**src/rtl/quadrature_pkg.sv**
```systemverilog
// quadrature_pkg
//   Shared definitions for the quadrature encoder/decoder pair: the AB state
//   encoding, direction constants and the clockwise successor function, so
//   both stages agree on the rotation sequence.
//   No ports (package).
package quadrature_pkg;

    typedef enum logic [1:0] {
        S0 = 2'b00,
        S1 = 2'b01,
        S2 = 2'b10,
        S3 = 2'b11
    } ab_t;

    localparam logic DIR_CW  = 1'b1;
    localparam logic DIR_CCW = 1'b0;

    // Clockwise sequence (AB): 00 -> 10 -> 11 -> 01 -> 00
    function automatic ab_t next_cw(input ab_t s);
        case (s)
            S0:      next_cw = S2;
            S2:      next_cw = S3;
            S3:      next_cw = S1;
            default: next_cw = S0;
        endcase
    endfunction

endpackage

```
**src/rtl/quad_input_filter.sv**
```systemverilog
// quad_input_filter
//   Two-flop synchroniser plus FILTER_LEN glitch filter on the 2-bit AB bus.
//   A synchronised value that differs from the accepted state must be seen
//   unchanged on FILTER_LEN consecutive edges before it is accepted.
// Ports:
//   clk       in   rising-edge clock
//   rst_n     in   asynchronous active-low reset
//   ab_i      in   raw {A,B}, asynchronous to clk
//   q_o       out  currently accepted AB state (the old state during a strobe)
//   accept_o  out  high in the cycle whose closing edge accepts q_new_o
//   q_new_o   out  state being accepted while accept_o is high
module quad_input_filter
    import quadrature_pkg::*;
#(
    parameter int unsigned FILTER_LEN = 2
) (
    input  logic       clk,
    input  logic       rst_n,
    input  logic [1:0] ab_i,
    output ab_t        q_o,
    output logic       accept_o,
    output ab_t        q_new_o
);

    localparam int unsigned CW = $clog2(FILTER_LEN + 1);
    localparam logic [CW-1:0] LEN = CW'(FILTER_LEN);
    localparam logic [CW-1:0] ONE = CW'(1);

    logic [1:0]    sync1_q, sync2_q;
    ab_t           s;
    ab_t           cand_q, cand_d;
    ab_t           q_q, q_d;
    logic [CW-1:0] cnt_q, cnt_d;

    assign s = ab_t'(sync2_q);

    // accept_o is combinational so the decoder registers its effects on the
    // same edge that updates q_q, keeping q and the outputs in lockstep.
    always_comb begin
        cand_d   = cand_q;
        cnt_d    = cnt_q;
        q_d      = q_q;
        accept_o = 1'b0;
        if (s == q_q) begin
            cnt_d = '0;
        end else begin
            cand_d = s;
            cnt_d  = (s == cand_q && cnt_q != '0) ? cnt_q + ONE : ONE;
            if (cnt_d == LEN) begin
                accept_o = 1'b1;
                q_d      = s;
                cnt_d    = '0;
            end
        end
    end

    always_ff @(posedge clk or negedge rst_n) begin
        if (!rst_n) begin
            sync1_q <= '0;
            sync2_q <= '0;
            cand_q  <= S0;
            cnt_q   <= '0;
            q_q     <= S0;
        end else begin
            sync1_q <= ab_i;
            sync2_q <= sync1_q;
            cand_q  <= cand_d;
            cnt_q   <= cnt_d;
            q_q     <= q_d;
        end
    end

    assign q_o     = q_q;
    assign q_new_o = s;

endmodule

```
**src/rtl/quadrature_decoder.sv**
```systemverilog
// quadrature_decoder
//   Decodes a filtered quadrature pair into a signed position count,
//   per-step direction pulses and a sticky illegal-transition flag.
// Ports:
//   clk       in   rising-edge clock
//   rst_n     in   asynchronous active-low reset
//   A, B      in   quadrature phases, asynchronous
//   clr       in   synchronous clear of count (wins over a step)
//   err_clr   in   synchronous clear of err (loses to a new illegal step)
//   count     out  signed position, modulo 2^CNT_WIDTH
//   step_cw   out  one-cycle pulse per clockwise step
//   step_ccw  out  one-cycle pulse per counter-clockwise step
//   dir       out  direction of last valid step (1 = CW)
//   err       out  sticky illegal-transition flag
module quadrature_decoder
    import quadrature_pkg::*;
#(
    parameter int unsigned CNT_WIDTH  = 16,
    parameter int unsigned FILTER_LEN = 2
) (
    input  logic                        clk,
    input  logic                        rst_n,
    input  logic                        A,
    input  logic                        B,
    input  logic                        clr,
    input  logic                        err_clr,
    output logic signed [CNT_WIDTH-1:0] count,
    output logic                        step_cw,
    output logic                        step_ccw,
    output logic                        dir,
    output logic                        err
);

    localparam logic signed [CNT_WIDTH-1:0] ONE = CNT_WIDTH'(1);

    ab_t  q_old, q_new;
    logic accept;
    logic is_cw, is_ccw, is_ill;

    logic signed [CNT_WIDTH-1:0] count_q, count_d;
    logic step_cw_q, step_cw_d;
    logic step_ccw_q, step_ccw_d;
    logic dir_q, dir_d;
    logic err_q, err_d;

    quad_input_filter #(
        .FILTER_LEN(FILTER_LEN)
    ) u_filter (
        .clk      (clk),
        .rst_n    (rst_n),
        .ab_i     ({A, B}),
        .q_o      (q_old),
        .accept_o (accept),
        .q_new_o  (q_new)
    );

    always_comb begin
        is_cw      = accept && (q_new == next_cw(q_old));
        is_ccw     = accept && (q_old == next_cw(q_new));
        // the filter never accepts q_new == q_old, so anything left flips both bits
        is_ill     = accept && !is_cw && !is_ccw;
        count_d    = count_q;
        dir_d      = dir_q;
        err_d      = err_q;
        step_cw_d  = is_cw;
        step_ccw_d = is_ccw;
        if (is_cw) begin
            count_d = count_q + ONE;
            dir_d   = DIR_CW;
        end else if (is_ccw) begin
            count_d = count_q - ONE;
            dir_d   = DIR_CCW;
        end
        if (clr) begin
            count_d = '0;
        end
        if (err_clr) begin
            err_d = 1'b0;
        end
        if (is_ill) begin
            err_d = 1'b1;
        end
    end

    always_ff @(posedge clk or negedge rst_n) begin
        if (!rst_n) begin
            count_q    <= '0;
            step_cw_q  <= 1'b0;
            step_ccw_q <= 1'b0;
            dir_q      <= DIR_CCW;
            err_q      <= 1'b0;
        end else begin
            count_q    <= count_d;
            step_cw_q  <= step_cw_d;
            step_ccw_q <= step_ccw_d;
            dir_q      <= dir_d;
            err_q      <= err_d;
        end
    end

    assign count    = count_q;
    assign step_cw  = step_cw_q;
    assign step_ccw = step_ccw_q;
    assign dir      = dir_q;
    assign err      = err_q;

endmodule
```
**config.mk**
```make
export PLATFORM = sky130hd
export DESIGN_NAME = quadrature_decoder
export DESIGN_NICKNAME = d
export VERILOG_FILES = /design/src/rtl/quadrature_pkg.sv /design/src/rtl/quad_input_filter.sv /design/src/rtl/quadrature_decoder.sv
export SDC_FILE = /design/constraint.sdc
export NUM_CORES = 1
export LEC_CHECK = 0
export ABC_AREA = 1
export CAP_MARGIN = 0
export CORE_MARGIN = 2
export CORE_UTILIZATION = 62
export CTS_BUF_LIST = sky130_fd_sc_hd__clkbuf_4 sky130_fd_sc_hd__clkbuf_8
export DETAILED_ROUTE_END_ITERATION = 10
export PLACE_DENSITY = 0.88
export SLEW_MARGIN = 20
export SYNTH_ARGS = -nofsm -noshare
export SYNTH_HDL_FRONTEND = slang
export SYNTH_SLANG_ARGS = --single-unit
```
**constraint.sdc**
```tcl
create_clock -name clk -period 7.5 [get_ports clk]
set_input_delay 1.125 -clock clk [delete_from_list [all_inputs] [get_ports clk]]
set_output_delay 1.125 -clock clk [all_outputs]
set_load 0.02 [all_outputs]
```
==> out/qor.yml, run 1 <==
clock_network:
  cts_tree: "yes"
  cts_hold_buf: 0
  clock-root-buffer: "clkbuf_4"
  path_clk_slew_ns: 0.09
  cts_setup_buffers: 0
  cts_buffer_depth: 2
  insertion_delay_ns: 0.34
  cts_resized: 0
  cts_inserted_buffers: 5
  cts-htree-levels: 2
  clock_sinks: 30
cells_and_area:
  antenna_cells: 0
  nets: 336
  fillCellCount: 282
  area_delta_synth_final_pct: 17.4
  final_area_um2: 2460
  drive_above_1_share_pct: 11.2
  finalNonFillerCells: 359
timing:
  rsz0062_at_grt: "false"
  maxSlewHeadroom_pct: 39.0
  finalSetupViolCount: 0
  timing.hold.ws_ns: 0.372
  skew_ns: 0.00761
  worst_pin_slew_ns: 0.913
  setup_ws_ns: 3.97
  slew_viol_final: 0
  setup-tns-final_ns: 0
  fmax_mhz: 283
  period_needed_ns: 3.54
  hold_violations: 0
  period_share_pct: 47.1
synthesis:
  ys_ff_latch: 30
  synth.most_common_cell: "nand2_1"
  ys_warn_count: 0
  ys_types: 31
  netlist_top_cells_count: "nand2_1 (87), dfrtp_1 (30), inv_1 (25), nand3_1 (20), nor2_1 (20)"
  synth_nets: 304
  synth_top_cell_area_share_pct: 35.8
  synth_area_um2: 2100
  synth_top_cell_by_area: "dfrtp_1"
  syn_inst: 280
  yosysSeqAreaShare_pct: 35.8
  syn_area_per_cell_um2: 7.49
  synth_area_leaders: "dfrtp_1 (36%), nand2_1 (16%), ha_1 (10%), nand3_1 (4.8%), inv_1 (4.5%)"
  synth_top_flop_cell: "dfrtp_1"
  synth_edf_count: 0
  async_flop_share_pct: 100
power_and_ir_drop:
  p_clk_share_pct: 11.8
  p_comb_share_pct: 62.9
  ir_drop_v: 0.000202
  power-per-cell-area_nw_per_um2: 365
  p_sw_mw: 0.439
  power_frac_seq_pct: 25.3
  power_switching_share_pct: 48.9
  intPower_mw: 0.459
  p_leak_nw: 1.31
placement:
  dp_hpwl_mm: 3.46
  portBuffers: 25
  post-place-ws_ns: 4.04
  dp_cells: 351
  postPlaceCellArea_um2: 2400
  gp_congestion: 0.996
floorplanning:
  die_w_um: 62.2
  io-pin-count: 26
  die_area_um2: 3870
  die_y_um: 62.2
  rows: 21
  coreArea_um2: 3280
  initial_core_util_pct: 63.9
global_routing:
  grt_start_max_net_pins: 31
  track_usage_pct: 26.4
  grt_pass1_vias: 1848
  antenna_found_initial: 0
  grt_overflow: 0
  grt_pass1_wl_mm: 8.05
routing:
  routed_wl_mm: 4.58
  drt_iter0_markers: 113
  drc_errors: 0
  antenna_left: 0
  viasPerCell: 5.31
  dr.pass1.iters: 5
  vias: 1907
  wire_per_inst_um: 12.8
flow_run:
  max_cap_viol_count: 0
hold_path:
  hold_class: "reg -> reg"
  min_from: "u_filter.sync1_q[1]"
  hold_end: "u_filter.q_new_o[1]"
  holdPathStages: 0
critical_path:
  criticalPathCategory: "reg -> reg"
  r2r-start: "u_filter.cnt_q[0]"
  rrSetupSlack_ns: 3.97
  cp.required_ns: 7.74
  reg2reg_to: "count[10]"
  crit_path_start_kind: "register"
  rr_worst_depth: 14
  arrival_ns: 3.78
  path_max_fanout: 21
  end_kind: "register"
status:
  outcome: "completed"
[flip-flops by register name, indices dropped and copies added (netlist names)]
signal,flops
count,16
u_filter.cand_q,2
u_filter.cnt_q,2
u_filter.q_new_o,2
u_filter.q_o,2
u_filter.sync1_q,2
dir,1
err,1
step_ccw,1
step_cw,1
[cell families after synthesis]
kind of cell	count (synthesis)	synth area share (%)
fa+ha+maj	18	11.1
buf+inv	33	6.56
flops	30	35.8
simple gates	149	31.6
compound gates	43	12.0
xor+xnor	7	2.92
[placed cells by master, fill, tap and decap left out, types with 2 or more instances in the layout]
cell and instances:
dfrtp_1 30, nand2_2 9, xnor2_1 6, ha_1 17, o21ai_2 4, o21ai_0 10, a21o_1 2, nor3_1 4
nor2_4 2, a21oi_1 17, clkbuf_4 6, inv_1 25, inv_2 6, nand3_1 20, nor2_1 20, clkdlybuf4s50_1 25
nand2_1 87, o21ai_1 6
[worst max path at each step]
stage / startpoint / end / slack [ns] / cells after the start
final: u_filter.cnt_q[0] / count[10] / 3.97 / 14
after global routing: u_filter.cnt_q[0] / count[11] / 3.58 / 15
after CTS: u_filter.cnt_q[0] / count[11] / 4.03 / 15
after detailed placement: u_filter.cnt_q[0] / count[11] / 4.04 / 15
after global placement: u_filter.cnt_q[0] / count[11] / 4.18 / 15
after floorplan: u_filter.cnt_q[0] / count[10] / 4.64 / 14
[stage by stage]
stage / power, mW / utilization (%)
after floorplan: 0.647 / -
after global placement: 0.767 / 73.0
after detailed placement: 0.784 / 73.0
after CTS: 0.892 / 75.0
after global routing: 0.983 / 75.0
final: 0.898 / 75.0
[power groups by stage]
stage / Combinational, mW / Sequential, mW / Clock [mW]
finish: 0.564 / 0.227 / 0.106
global route: 0.631 / 0.233 / 0.119
CTS: 0.557 / 0.228 / 0.108
detailed placement: 0.553 / 0.230 / 0
global placement: 0.538 / 0.229 / 0
floorplan: 0.397 / 0.250 / 0
[cell type report]
| class | instances | area, µm² | share of cell area, % |
|---|---|---|---|
| inverters | 32 | 123 | 4.98 |
| repair buffers | 26 | 258 | 10.5 |
| flip-flops and latches | 30 | 751 | 30.5 |
| clock buffers | 7 | 58.8 | 2.39 |
| multi-input cells | 217 | 1210 | 49.1 |
| clock inverters | 1 | 5.00 | 0.203 |
| well taps | 46 | 57.6 | 2.34 |
[critical path: stages (launching register included)]
cell and delay (ns):
dfrtp_1 0.39, inv_1 0.07, ha_1 0.19, inv_1 0.07, nand3_1 0.10, nor3_1 0.21, nand3_1 0.72, ha_1 0.66
a21oi_1 0.27, o21ai_0 0.19, inv_1 0.08, nand3_1 0.10, or2_2 0.28, nand3_1 0.06, nand2_1 0.05
[routing by layer]
metal	vias up	track usage (%)	routed length, µm
met4	0	6.67	70
met1	861	32.1	1980
met5	-	0	0
met3	11	7.25	256
li1	980	-	-
met2	55	46.6	2280
Power figures use the tool's default switching activity.
==> inputs of run 2 (changes only) <==
- CORE_UTILIZATION: 62 -> 58
- PLACE_DENSITY: 0.88 -> 0.83
- clock period: 7.5 -> 3.45 ns (I/O delays scaled with it)
==> out/qor.yml, run 2 (same netlist as run 1, synthesis figures left out) <==
cells_and_area:
  drive_above_1_share_pct: 11.5
  antenna_cells: 0
  multi_input_comb_area_um2: 1210
  area_delta_synth_final_pct: 17.7
  most-common-layout-cells: "nand2_1 (87), dfrtp_1 (30), inv_1 (25), clkdlybuf4s50_1 (25)"
  largest_reg_flops: 16
  final_common_cell: "nand2_1"
  seq_area_um2: 751
  nets: 337
  fillCellCount: 283
  finalNonFillerCells: 360
floorplanning:
  die_area_um2: 4110
  die_y_um: 64.1
  initial_core_util_pct: 61.4
  io-pin-count: 26
  coreArea_um2: 3420
  die_w_um: 64.1
  rows: 21
critical_path:
  criticalPathCategory: "reg -> reg"
  crit_chain: "inv_1 > ha_1 > inv_1 > nand3_1 > nor3_1 > nand3_1 > buf_4 > ha_1 > a21oi_1 > o21ai_0 > nand2_1 > nand3_1 > or2_2 > nand3_1 > nand2_1"
  crit_path_start_kind: "register"
  critPathBufInv: 3
  crit_slowest_cell: "dfrtp_1"
  cp.required_ns: 3.69
  path_max_fanout: 21
  critical_path.most_common_cell: "nand3_1"
  arrival_ns: 3.09
  path_delay_family: "simple AND/OR/NAND/NOR gates"
  end_kind: "register"
  critical-path-max-stage-delay_ns: 0.41
power_and_ir_drop:
  power_frac_seq_pct: 25.6
  ir_drop_v: 0.000440
  power-per-cell-area_nw_per_um2: 784
  power_switching_share_pct: 48.4
  p_leak_nw: 1.31
  intPower_mw: 0.999
  p_sw_mw: 0.938
  p_comb_share_pct: 62.3
  p_clk_share_pct: 12.1
clock_network:
  insertion_delay_ns: 0.34
  cts_hold_buf: 0
  cts_inserted_buffers: 5
  clock_sinks: 30
  cts_tree: "yes"
  cts_resized: 0
  cts-htree-levels: 2
  cts_setup_buffers: 0
  clock-root-buffer: "clkbuf_4"
  cts_buffer_depth: 2
  path_clk_slew_ns: 0.10
timing:
  period_share_pct: 82.4
  setup-tns-final_ns: 0
  hold_violations: 0
  slew_viol_final: 0
  worst_pin_slew_ns: 0.398
  skew_ns: 0.00944
  maxSlewHeadroom_pct: 73.4
  rsz0062_at_grt: "false"
  finalSetupViolCount: 0
  period_needed_ns: 2.84
  fmax_mhz: 352
placement:
  dp_cells: 352
  portBuffers: 25
  dp_hpwl_mm: 3.30
  gp_congestion: 0.942
routing:
  wire_per_inst_um: 12.1
  wl_met2_mm: 2.15
  antenna_left: 0
  drt_iter0_markers: 138
  met3_length_um: 201
  drc_errors: 0
  highest-signal-layer: "met4"
  routed_wl_mm: 4.35
  met1Wirelength_mm: 1.95
  viasPerCell: 5.29
  dr.pass1.iters: 4
  vias: 1905
global_routing:
  grt_pass1_vias: 1846
  track_usage_pct: 24.4
  grt_overflow: 0
  grt_start_max_net_pins: 31
  antenna_found_initial: 0
  grt_pass1_wl_mm: 7.89
flow_run:
  max_cap_viol_count: 0
status:
  outcome: "completed"
hold_path:
  hold_class: "reg -> reg"
run 2: cell count changes in the layout (fill, tap and decap cells not counted):
cell and delta:
buf_4 +1
run 2: final cells by class:
cell class / instances / share of cell area, %
multi-input cells: 217 / 49.0
well taps: 46 / 2.33
clock buffers: 7 / 2.38
clock inverters: 1 / 0.203
inverters: 32 / 4.96
flip-flops and latches: 30 / 30.4
repair buffers: 27 / 10.7
run 2: power by group through the flow:
stage | combinational, mW | sequential [mW] | clock [mW]
2_1_floorplan | 0.863 | 0.543 | 0
3_3_place_gp | 1.17 | 0.500 | 0
3_5_place_dp | 1.20 | 0.499 | 0
4_1_cts | 1.21 | 0.496 | 0.236
5_1_grt | 1.36 | 0.506 | 0.253
6_report | 1.21 | 0.495 | 0.235
run 2: routing by layer:
metal / global-route usage, % / vias to the layer above
met5: 0 / -
met4: 7.45 / 0
met1: 29.7 / 887
met3: 5.63 / 7
met2: 43.0 / 34
li1: - / 977
run 2: path summary, 6_finish.rpt:
check                      depth (start not counted)  slack [ns]                start                   to
max in group asynchronous                          2        2.62                rst_n             count[7]
setup reg to reg                                  15        0.61    u_filter.cnt_q[0]            count[10]
hold / removal                                     0        0.36  u_filter.sync1_q[0]  u_filter.q_new_o[0]
hold reg to reg                                    0        0.36  u_filter.sync1_q[0]  u_filter.q_new_o[0]
setup / recovery                                  15        0.61    u_filter.cnt_q[0]            count[10]
min in group asynchronous                          2        0.55                rst_n      u_filter.q_o[0]
run 2: through the flow:
step	total power, mW	hold WS, ns	instance area, µm²	util, %	worst slack [ns]
final	1.94	0.363	2470	72.3	0.606
after global routing	2.12	0.390	2470	72.3	0.352
after CTS	1.94	0.380	2470	72.3	0.632
after detailed placement	1.70	0.350	2410	70.4	0.655
after global placement	1.67	0.347	2410	70.4	0.752
after floorplan	1.41	0.222	2100	-	0.593
